`config.mk`:
```
export PLATFORM = sky130hd
export DESIGN_NAME = inst_encoder_loader
export DESIGN_NICKNAME = d
export VERILOG_FILES = /design/src/rtl/riscv_enc_pkg.sv /design/src/rtl/inst_pack.sv /design/src/rtl/inst_encoder_loader.sv
export SDC_FILE = /design/constraint.sdc
export NUM_CORES = 1
export LEC_CHECK = 0
export CAP_MARGIN = 0
export CORE_ASPECT_RATIO = 1.25
export CORE_MARGIN = 2
export CORE_UTILIZATION = 63
export DETAILED_ROUTE_END_ITERATION = 10
export DONT_BUFFER_PORTS = 1
export PLACE_DENSITY = 0.79
export SETUP_SLACK_MARGIN = 0.4
export SLEW_MARGIN = 30
export SYNTH_ARGS = -nofsm -noshare
export SYNTH_HDL_FRONTEND = slang
export SYNTH_SLANG_ARGS = --single-unit
```
`constraint.sdc`:
```
create_clock -name clk_i -period 4.97 [get_ports clk_i]
set_clock_uncertainty 0.05 [all_clocks]
set_input_delay 0.7455 -clock clk_i [delete_from_list [all_inputs] [get_ports clk_i]]
set_output_delay 0.7455 -clock clk_i [all_outputs]
set_load 0.01 [all_outputs]
```
`src/rtl/riscv_enc_pkg.sv`:
```
// Shared types and constants for the RV32I instruction encoder/loader.
package riscv_enc_pkg;

    localparam int unsigned XLEN  = 32;
    localparam int unsigned FMT_W = 3;
    localparam int unsigned OPC_W = 7;
    localparam int unsigned REG_W = 5;
    localparam int unsigned F3_W  = 3;
    localparam int unsigned F7_W  = 7;
    localparam int unsigned ERR_W = 2;

    // Instruction formats; codes 6 and 7 are illegal
    typedef enum logic [FMT_W-1:0] {
        FMT_R = 3'd0,
        FMT_I = 3'd1,
        FMT_S = 3'd2,
        FMT_B = 3'd3,
        FMT_U = 3'd4,
        FMT_J = 3'd5
    } fmt_e;

    typedef enum logic [ERR_W-1:0] {
        ERR_NONE   = 2'd0,
        ERR_RANGE  = 2'd1,
        ERR_ALIGN  = 2'd2,
        ERR_FORMAT = 2'd3
    } err_e;

    typedef enum logic [1:0] {
        ST_IDLE   = 2'd0,
        ST_ENCODE = 2'd1,
        ST_WRITE  = 2'd2,
        ST_FULL   = 2'd3
    } state_e;

    // RV32I base opcodes
    localparam logic [OPC_W-1:0] OPC_LOAD   = 7'b0000011;
    localparam logic [OPC_W-1:0] OPC_OP_IMM = 7'b0010011;
    localparam logic [OPC_W-1:0] OPC_AUIPC  = 7'b0010111;
    localparam logic [OPC_W-1:0] OPC_STORE  = 7'b0100011;
    localparam logic [OPC_W-1:0] OPC_OP     = 7'b0110011;
    localparam logic [OPC_W-1:0] OPC_LUI    = 7'b0110111;
    localparam logic [OPC_W-1:0] OPC_BRANCH = 7'b1100011;
    localparam logic [OPC_W-1:0] OPC_JALR   = 7'b1100111;
    localparam logic [OPC_W-1:0] OPC_JAL    = 7'b1101111;

    // Captured instruction fields
    typedef struct packed {
        logic [FMT_W-1:0] fmt;
        logic [OPC_W-1:0] opcode;
        logic [REG_W-1:0] rd;
        logic [REG_W-1:0] rs1;
        logic [REG_W-1:0] rs2;
        logic [F3_W-1:0]  funct3;
        logic [F7_W-1:0]  funct7;
        logic [XLEN-1:0]  imm;
    } fields_t;

    // True when bits [31:lsb] of v are all ones or all zeros (sign-extension holds)
    function automatic logic upper_uniform(input logic [XLEN-1:0] v, input int unsigned lsb);
        logic [XLEN-1:0] mask;
        mask = {XLEN{1'b1}} << lsb;
        return ((v & mask) == mask) || ((v & mask) == '0);
    endfunction

endpackage

```
`src/rtl/inst_pack.sv`:
```
// Combinational immediate check and RV32I field packer.
module inst_pack
    import riscv_enc_pkg::*;
(
    input  fields_t          fields,
    output logic [XLEN-1:0]  word_c,
    output logic             err_c,
    output logic [ERR_W-1:0] err_code_c
);

    logic [XLEN-1:0] imm;
    err_e            code;

    assign imm = fields.imm;

    // Check priority: bad format, then misalignment, then range
    always_comb begin
        word_c = '0;
        code   = ERR_NONE;
        case (fields.fmt)
            FMT_R: begin
                word_c = {fields.funct7, fields.rs2, fields.rs1, fields.funct3,
                          fields.rd, fields.opcode};
            end
            FMT_I: begin
                if (!upper_uniform(imm, 11)) code = ERR_RANGE;
                word_c = {imm[11:0], fields.rs1, fields.funct3, fields.rd, fields.opcode};
            end
            FMT_S: begin
                if (!upper_uniform(imm, 11)) code = ERR_RANGE;
                word_c = {imm[11:5], fields.rs2, fields.rs1, fields.funct3,
                          imm[4:0], fields.opcode};
            end
            FMT_B: begin
                if (imm[0])                       code = ERR_ALIGN;
                else if (!upper_uniform(imm, 12)) code = ERR_RANGE;
                word_c = {imm[12], imm[10:5], fields.rs2, fields.rs1, fields.funct3,
                          imm[4:1], imm[11], fields.opcode};
            end
            FMT_U: begin
                if (imm[11:0] != 12'd0) code = ERR_RANGE;
                word_c = {imm[31:12], fields.rd, fields.opcode};
            end
            FMT_J: begin
                if (imm[0])                       code = ERR_ALIGN;
                else if (!upper_uniform(imm, 20)) code = ERR_RANGE;
                word_c = {imm[20], imm[10:1], imm[11], imm[19:12], fields.rd, fields.opcode};
            end
            default: code = ERR_FORMAT;
        endcase
    end

    assign err_c      = (code != ERR_NONE);
    assign err_code_c = code;

endmodule

```
`src/rtl/inst_encoder_loader.sv`:
```
// Encodes RV32I fields into instruction words and writes them to sequential addresses.
module inst_encoder_loader
    import riscv_enc_pkg::*;
#(
    parameter int unsigned ADDR_W    = 8,
    parameter int unsigned BASE_ADDR = 0
)(
    input  logic                clk_i,
    input  logic                rst_i,
    input  logic                start_i,
    input  logic                valid_i,
    output logic                ready_o,
    input  logic [FMT_W-1:0]    format_i,
    input  logic [OPC_W-1:0]    opcode_i,
    input  logic [REG_W-1:0]    rd_i,
    input  logic [REG_W-1:0]    rs1_i,
    input  logic [REG_W-1:0]    rs2_i,
    input  logic [F3_W-1:0]     funct3_i,
    input  logic [F7_W-1:0]     funct7_i,
    input  logic [XLEN-1:0]     imm_i,
    output logic                wr_en_o,
    output logic [ADDR_W-1:0]   wr_addr_o,
    output logic [XLEN-1:0]     wr_data_o,
    output logic                err_o,
    output logic [ERR_W-1:0]    err_code_o,
    output logic [ADDR_W:0]     count_o,
    output logic                full_o
);

    localparam int unsigned CNT_W = ADDR_W + 1;
    localparam logic [ADDR_W-1:0] BASE = ADDR_W'(BASE_ADDR);

    state_e              state_q, state_d;
    fields_t             fields_q, fields_d;
    logic [ADDR_W-1:0]   addr_q, addr_d;
    logic [CNT_W-1:0]    count_q, count_d;
    logic                full_q, full_d;
    logic                wr_en_q, wr_en_d;
    logic [XLEN-1:0]     wr_data_q, wr_data_d;
    logic                err_q, err_d;
    logic [ERR_W-1:0]    err_code_q, err_code_d;

    logic [XLEN-1:0]     pack_word_c;
    logic                pack_err_c;
    logic [ERR_W-1:0]    pack_code_c;

    inst_pack u_pack (
        .fields     (fields_q),
        .word_c     (pack_word_c),
        .err_c      (pack_err_c),
        .err_code_c (pack_code_c)
    );

    // Next-state and next-register values; start_i overrides everything
    always_comb begin
        state_d    = state_q;
        fields_d   = fields_q;
        addr_d     = addr_q;
        count_d    = count_q;
        full_d     = full_q;
        wr_en_d    = 1'b0;
        wr_data_d  = wr_data_q;
        err_d      = 1'b0;
        err_code_d = err_code_q;
        if (start_i) begin
            state_d = ST_IDLE;
            addr_d  = BASE;
            count_d = '0;
            full_d  = 1'b0;
        end else begin
            case (state_q)
                ST_IDLE: begin
                    if (valid_i) begin
                        fields_d.fmt    = format_i;
                        fields_d.opcode = opcode_i;
                        fields_d.rd     = rd_i;
                        fields_d.rs1    = rs1_i;
                        fields_d.rs2    = rs2_i;
                        fields_d.funct3 = funct3_i;
                        fields_d.funct7 = funct7_i;
                        fields_d.imm    = imm_i;
                        state_d         = ST_ENCODE;
                    end
                end
                ST_ENCODE: begin
                    if (pack_err_c) begin
                        err_d      = 1'b1;
                        err_code_d = pack_code_c;
                        state_d    = ST_IDLE;
                    end else begin
                        wr_data_d = pack_word_c;
                        wr_en_d   = 1'b1;
                        state_d   = ST_WRITE;
                    end
                end
                ST_WRITE: begin
                    addr_d  = addr_q + ADDR_W'(1);
                    count_d = count_q + CNT_W'(1);
                    if (&addr_q) begin
                        full_d  = 1'b1;
                        state_d = ST_FULL;
                    end else begin
                        state_d = ST_IDLE;
                    end
                end
                ST_FULL: state_d = ST_FULL;
                default: state_d = ST_IDLE;
            endcase
        end
    end

    // State and datapath registers
    always_ff @(posedge clk_i or posedge rst_i) begin
        if (rst_i) begin
            state_q    <= ST_IDLE;
            fields_q   <= '0;
            addr_q     <= BASE;
            count_q    <= '0;
            full_q     <= 1'b0;
            wr_en_q    <= 1'b0;
            wr_data_q  <= '0;
            err_q      <= 1'b0;
            err_code_q <= '0;
        end else begin
            state_q    <= state_d;
            fields_q   <= fields_d;
            addr_q     <= addr_d;
            count_q    <= count_d;
            full_q     <= full_d;
            wr_en_q    <= wr_en_d;
            wr_data_q  <= wr_data_d;
            err_q      <= err_d;
            err_code_q <= err_code_d;
        end
    end

    // A restart request in the same cycle blocks acceptance
    assign ready_o    = (state_q == ST_IDLE) && !start_i;
    assign wr_en_o    = wr_en_q;
    assign wr_addr_o  = addr_q;
    assign wr_data_o  = wr_data_q;
    assign err_o      = err_q;
    assign err_code_o = err_code_q;
    assign count_o    = count_q;
    assign full_o     = full_q;

endmodule

```
-- Word level (Yosys, flattened, before mapping)
Cells that the tools add are included.
- mux-type cells: 26
- eq/ne operators: 12
- bitwise operators: 2
- reduce and logical (&&, ||, !) cells: 20
- add/sub/neg operators: 2
- operators by type and width (kind ; number):
    $pmux W32 S6 ; 1
    $logic_not A32 Y1 ; 3
    $eq A21 B21 Y1 const B ; 1
    $eq A20 B20 Y1 const B ; 1
    $mux W9 ; 2
    $mux W8 ; 2
    $mux W1 ; 13
    $eq A12 B12 Y1 const B ; 1
    $mux W2 ; 6
    $reduce_bool A12 Y1 ; 1
    $pmux W2 S5 ; 1
    $add A9 B1 Y9 const B ; 1
    $reduce_and A3 Y1 ; 3
    $add A8 B1 Y8 const B ; 1
    $pmux W2 S4 ; 1
    $reduce_and A8 Y1 ; 1
    $eq A3 B2 Y1 const B ; 2
    $eq A3 B3 Y1 const B ; 2
    $reduce_bool A2 Y1 ; 3
    $eq A2 B2 Y1 const B ; 2
    $eq A3 B1 Y1 const B ; 1
    $logic_not A3 Y1 ; 1
    $logic_or A1 B1 Y1 ; 3
    $ne A3 B3 Y1 const B ; 1
    other kinds (7) ; 8
- output and inout port bits: 55
- bits in registers: 123
- input bits: 71

-- Longest topological paths before layout
Gate-level depths: netlist of run 1.
- depth after elaboration: 9
- depth in mapped cells: 8
- depth with buffers taken out: 6

-- By module
From an unflattened synthesis of run 1, not the netlist that was laid out.
- cell total of the unflattened synthesis: 445
- area, all modules: 5664.2 um^2
- by module, submodules not included (module ; area each (um^2) ; seq. area each (um^2) ; instances ; cells an instance):
    inst_encoder_loader ; 4855.9 ; 3078.0 ; 1 ; 322
    inst_pack ; 808.3 ; 0.0 ; 1 ; 123

-- Least setup slack after synthesis of run 1
Ideal clock, no wire load.
- path type: reg-to-reg
- start: register fields_q[20] (netlist bit)
- end: register wr_data_q[10] (netlist: wr_data_o[10])
- required time: 4.795 ns
- clock period less this slack: 2.296 ns
- library setup time: 0.125 ns
- cell stages (with the launch flop): 8
- buffers on the path: 1
- slack: 2.674 ns
- data arrival time: 2.121 ns
- cells stage by stage: dfrtp_1 nor4_1 nand3_1 o32ai_1 o311ai_2 nor4_4 buf_6 mux2_4
- longest elaborated chain between the ends: 8
- elaborated cells on any way between the ends: 18
- ends and longest elaborated chain (element ; RTL line ; RTL):
    start: declaration ; inst_encoder_loader.sv:34 ; fields_t fields_q, fields_d;
    start signal: assignment ; inst_encoder_loader.sv:126 ; fields_q <= fields_d;
    $eq A20 B20 Y1 (tied with other cells) ; riscv_enc_pkg.sv:63 ; return ((v & mask) == mask) || ((v & mask) == '0);
    $logic_or A1 B1 Y1 ; riscv_enc_pkg.sv:63 ;
    $mux W1, on equally long branches ; inst_pack.sv:36, inst_pack.sv:46 ;
    $mux W2, on equally long branches ; inst_pack.sv:35, inst_pack.sv:45 ;
    $pmux W2 S5 * ; inst_pack.sv:20 ; case (fields.fmt)
    $reduce_bool A2 Y1 * ; inst_pack.sv:53 ; assign err_c = (code != ERR_NONE);
    $not A1 Y1 (no line) * ; n/a ;
    $reduce_and A3 Y1 (no line) * ; n/a ;
    end signal: assignment ; inst_encoder_loader.sv:131 ; wr_data_q <= wr_data_d;
    end: declaration ; inst_encoder_loader.sv:39 ; logic [XLEN-1:0] wr_data_q, wr_data_d;
Every way passes the cells marked *; elsewhere a longest branch is shown, timed or not.
A chain may end at the register's enable or synchronous reset.

-- Final worst setup path of run 1
- start: register fields_q[65] (netlist bit)
- end: register wr_data_q[19] (netlist: wr_data_o[19])
- longest elaborated chain between the ends: 6
- elaborated cells on any way between the ends: 12
- ends and longest elaborated chain (element ; RTL line):
    $eq A3 B1 Y1 / $eq A3 B2 Y1 (equally long branches) ; inst_pack.sv:20
    $reduce_or A2 Y1 (no line) ; n/a
    $pmux W2 S5 ; inst_pack.sv:20
    $reduce_bool A2 Y1 ; inst_pack.sv:53
    $not A1 Y1 (no line) ; n/a
    $reduce_and A3 Y1 (no line) ; n/a
Parallel ways exist; a longest one is shown, timed or not.

==> results of run 1 <==
[logic make-up after synthesis]
group | Yosys count
multiplexers | 94
AND/OR/NAND/NOR | 126
adder cells (fa/ha/maj) | 2
flip-flops | 123
XOR/XNOR | 13
AO/OA/AOI/OAI | 81
buffers and inverters | 50
[Yosys cell counts (2+ instances only)]
master,count
a21oi_1,18
a22oi_1,5
a31oi_1,3
and3_1,3
and4_1,2
buf_2,3
buf_4,2
buf_6,4
clkbuf_1,17
dfrtp_1,123
ha_1,2
inv_1,23
mux2_2,55
mux2_4,22
mux2i_1,17
nand2_1,57
nand3_1,3
nand4_1,9
nor2_1,26
nor2b_1,8
nor4_1,7
o21ai_0,46
o32ai_1,2
or3_1,3
xnor2_1,3
xor2_1,10
[worst paths after layout]
check | end | slack, ps | cells after the start
min reg2reg | fields_q[63] | 460 | 1
max reg2reg | wr_data_o[19] | 2080 | 7
max | wr_data_o[19] | 2080 | 7
max in group asynchronous | fields_q[1] | 3710 | 2
min in group clk_i | wr_addr_o[6] | 220 | 1
min | wr_data_o[13] | 160 | 1
[through the flow]
step / instances / cell area [µm²] / worst slack (ps) / util / power (mW)
global route: 618 / 6274 / 1959 / 0.7210 / 3.466
floorplan: 489 / 5645 / 903.6 / - / 1.981
CTS: 618 / 6269 / 2039 / 0.7204 / 3.321
detailed placement: 587 / 5702 / 2048 / 0.6553 / 2.141
global placement: 587 / 5699 / 2166 / 0.6550 / 2.107
finish: 618 / 6274 / 2079 / 0.7210 / 3.299
[critical path, stage by stage, from the launching register on]
cell and delay [ps]:
dfrtp_1 630, nor2b_1 900, o211a_1 290, o221ai_2 100, o311ai_2 160, nor4_4 60, buf_4 250, mux2_4 330
[per-layer routing]
metal	part of all wire	up-vias	global-route usage	wire length (µm)
li1	-	1703	-	-
met1	0.40	1792	0.3249	4845
met2	0.49	134	0.4030	5838
met3	0.084	29	0.1059	1008
met4	0.025	0	0.1310	301
met5	0	-	0	0
[power by group]
part / internal [mW] / switching [mW]
sequential: 1.25 / 0.309
clock: 0.733 / 0.432
combinational: 0.314 / 0.256
total: 2.30 / 0.998
[state kept, by name, indices dropped and copies added (netlist names)]
register	count
fields_q	67
wr_data_o	32
count_o	9
wr_addr_o	8
err_code_o	2
state_q	2
err_o	1
full_o	1
wr_en_o	1
[final cells by class]
| cell class | instances | area [µm²] |
|---|---|---|
| timing repair buffer | 5 | 37.54 |
| clock buffer | 20 | 445.4 |
| inverter | 23 | 91.34 |
| tap | 120 | 150.1 |
| sequential | 123 | 3078 |
| fill | 605 | 2427 |
| multi-input combinational | 316 | 2350 |
| clock inverter | 11 | 121.4 |
==> qor.csv, run 1 <==
metric,value,unit
Syn Std Cell Area,0.005645,mm²
RSZ-0062 raised after global routing,false,
clock tree root driver cell,clkbuf_8,
routed len/inst,19.41,µm
clock sinks,123,
mux cell area share after synthesis,0.1984,
Hold Path Class,input pin to async pin,
Post-synth EDFFs,0,
status,"finished, final reports clean",
Final Hold Violating Endpoints,0,
share of cells above drive strength 1,0.2450,
Max transition margin,0.3222,
Crit. End Element,flip-flop,
die area,0.009739,mm²
"commonest non-fill, non-tap cells in the layout","dfrtp_1 (123), nand2_1 (57), mux2_2 (55)",
Post-layout nets,559,
routability-driven placement congestion ratio,0.8649,
largest net degree at the start of global routing,86,
slew of the pin with the lowest slew margin,1015,ps
Routed WL,12000,µm
Die Wd,88.67,µm
post-route ant nets,0,
hold_buf cts,0,
PostCTS Resize Cnt,0,
largest family of logic cells by synthesized area,multiplexers,
Fmax,345.8,MHz
Synth Area in Compound Gates,0.08245,
Reg-to-Reg Start,fields_q[65],
Mapped Nets,562,
top post-synthesis cells by area,"dfrtp_1 (55%), mux2_2 (11%), mux2_4 (5.9%), o21ai_0 (4.1%), nand2_1 (3.8%)",
Simple-Gate Fraction of Synth Area,0.1088,
setup TNS,0,ps
"commonest non-fill, non-tap cell in the layout",dfrtp_1,
MaxCap Viol Count,0,
Syn Area/Cell,11.54,µm²
Core ar.,0.008701,mm²
Leak,2.728,nW
Synth top area share,0.5452,
DRT Pass-1 Iters,4,
Gate Count Post-Synth,489,
Vias,3658,
post-synthesis sequential area ratio,0.5452,
fraction of registers with async set or reset after synthesis,1.000,
clock buffer depth,2,
initial core utilization,0.6488,
cell taking the most area after synthesis,dfrtp_1,
post-route minimum period,2891,ps
Crit Path Category,flip-flop to flip-flop,
setup bufs post-CTS,0,
htree depth,4,
Main synth FF type,dfrtp_1,
clock buffer count from CTS,17,
synth-to-layout area growth,11.13,%
DRT iter0 DRCs,245,
P per Cell Area,525.8,mW/mm²
Vias/cell,5.919,
Setup crit start kind,flip-flop,
post-DP HPWL,8031,µm
initial antenna violation count,0,
crit path from,fields_q[65],
Max Slew Vio Count,0,
vias in the first global route,3819,
clock insertion delay at the later pin of the skew report,530,ps
Yosys reg bits,123,
Overflow after GRT,0,
Synth Warn #,0,
period utilization,0.5818,
# rows,38,
Post-Synth XOR/XNOR Area,0.02017,
CTS tree,yes,
VDD IR-drop max,0.0003343,V
Worst Hold Margin,159.4,ps
Critical Path RT,5330,ps
"Reg clk slew, reported paths",60,ps
first-pass GRT wire length,19150,µm
GRT Overall Usage,0.2641,
CP arrival,3250,ps
IO buf count,0,
post-synthesis cell type count,42,
DRC Markers,0,
die height,109.8,µm
Synth Area in Adders,0.004433,
CP Max Fanout,23,
total inserted antenna cells,0,
Finish-stage setup viols,0,
Ports,126,
No activity file was read; power rests on OpenSTA's default activity.
==> run 2: changes to the inputs <==
Clock period 4.97 ns to 2.95 ns, I/O delays scaled along.
==> run 2 against run 1 <==
Setup slack worse by 1700 ps. Critical path depth stayed put. Register-to-register slack worse by 1700 ps. Die area stayed put. Clock-buffer cell count is 4 higher. Sequential share of layout area is 2.4 points lower. Utilization is 3.7 points higher. Non-clock buffer count is 22 higher. Sequential cell count stayed put. Maximum frequency is 15% higher. Hold slack worse by 140 ps. Critical path type unchanged. Largest cell class unchanged. Highest routed layer is now met5.
==> qor.csv, run 2 (synthesis gave the netlist of run 1 again) <==
metric,value,unit
Vias,3792,
initial core utilization,0.6488,
Vias/cell,5.925,
synth-to-layout area growth,16.84,%
Overflow after GRT,0,
DRT Pass-1 Iters,4,
die area,0.009739,mm²
Crit. End Element,flip-flop,
R2R depth,7,
vias in the first global route,3872,
clock buffer count from CTS,17,
total inserted antenna cells,0,
Ports,126,
Max transition margin,0.5073,
# rows,38,
clock sinks,123,
Core ar.,0.008701,mm²
P per Cell Area,880.7,mW/mm²
worst reg2reg setup slack,430,ps
routability-driven placement congestion ratio,0.8236,
Setup crit start kind,flip-flop,
DRT iter0 DRCs,266,
GRT Overall Usage,0.2695,
clock tree root driver cell,clkbuf_8,
Placed Area,0.005756,mm²
CTS tree,yes,
Post-layout nets,581,
"commonest non-fill, non-tap cells in the layout","dfrtp_1 (123), nand2_1 (57), mux2_2 (55)",
MaxCap Viol Count,0,
share of cells above drive strength 1,0.2500,
post-DP HPWL,8187,µm
IO buf count,0,
post-route ant nets,0,
DRC Markers,0,
Finish-stage setup viols,0,
post-route minimum period,2525,ps
CP arrival,2870,ps
clock buffer depth,2,
sequential cell fraction of total power,0.449,
Largest register FFs,67,
Int Pwr,4.151,mW
sw power,1.659,mW
Sw Share,0.2856,
Final Hold Violating Endpoints,0,
Worst Hold Depth,2,
first-pass GRT wire length,19700,µm
largest register by flop count,fields_q,
initial antenna violation count,1,
"Reg clk slew, reported paths",60,ps
CP Max Fanout,13,
setup TNS,0,ps
Leak,2.884,nW
Max Slew Vio Count,0,
post-layout util,0.7581,
htree depth,4,
combinational power share,0.178,
Hold EP,fields_q[51],
routed len/inst,19.19,µm
Reg-to-Reg Start,fields_q[31],
Fmax,396.1,MHz
status,"finished, final reports clean",
slew of the pin with the lowest slew margin,736.7,ps
Crit Path Category,flip-flop to flip-flop,
Hold Path Class,input pin to flip-flop,
die height,109.8,µm
hold wc startpoint,rs1_i[4],
Clock power frac,0.373,
"commonest non-fill, non-tap cell in the layout",dfrtp_1,
clock insertion delay at the later pin of the skew report,510,ps
Final Power,5.810,mW
Routed WL,12280,µm
Critical Path RT,3300,ps
RSZ-0062 raised after global routing,true,
Die Wd,88.67,µm
fill count,561,
largest net degree at the start of global routing,85,
VDD IR-drop max,0.0005846,V
FF-to-FF End,wr_data_o[30],
final instance area,0.006596,mm²
period utilization,0.8558,
run 2: timing repair:
item,4_1_cts,5_1_grt
resized for setup,2,5
hold endpoints to repair,155,1
hold buffers,14,1
endpoints found under the setup margin,23,30
cloned,0,0
setup buffers,0,3
run 2: layout make-up:
cell class	instances	area [µm²]	share of cell area
multi-input cells	316	2364	0.3583
flip-flops and latches	123	3078	0.4666
repair buffers	27	289.0	0.04382
inverters	23	90.09	0.01366
well taps	120	150.1	0.02276
clock inverters	7	135.1	0.02049
clock buffers	24	490.5	0.07435
run 2: worst max path at each step:
stage                       from       endpoint  cells after the start  slack [ps]
CTS                 fields_q[31]  wr_data_o[30]                      7         380
global placement    fields_q[31]  wr_data_o[29]                      7         450
finish              fields_q[31]  wr_data_o[30]                      7         430
floorplan           fields_q[20]  wr_data_o[10]                      7         650
global route        fields_q[31]  wr_data_o[30]                      7         320
detailed placement  fields_q[31]  wr_data_o[29]                      7         390
run 2: power by group through the flow:
stage / clock (mW) / combinational [mW] / sequential (mW)
2_1_floorplan: 0 / 0.870 / 2.47
3_3_place_gp: 0 / 0.950 / 2.61
3_5_place_dp: 0 / 1.00 / 2.63
4_1_cts: 2.20 / 1.03 / 2.60
5_1_grt: 2.28 / 1.15 / 2.66
6_report: 2.17 / 1.04 / 2.61
run 2: worst max-delay path, cell delays in order, from the launching register on:
cell and delay, ps:
dfrtp_1 420, nor4_1 330, nand3_1 230, o32ai_2 340, o311ai_2 190, nor4_4 260, buf_6 250, mux2_2 350
run 2: through the flow:
stage / hold slack [ps] / setup slack (ps) / cells
after global placement: 434.9 / 445.6 / 591
after detailed placement: 437.3 / 391.6 / 591
after CTS: 1.689 / 383.5 / 636
after global routing: 0.1176 / 319.6 / 640
after floorplan: 430.0 / 654.3 / 489
final: 21.55 / 425.4 / 640
run 2: layer usage:
layer / track usage / up-vias / share of wire
met1: 0.3305 / 1908 / 0.40
li1: - / 1741 / -
met2: 0.4414 / 127 / 0.51
met4: 0.06710 / 2 / 0.0085
met5: 0 / - / 0.0011
met3: 0.1134 / 14 / 0.081
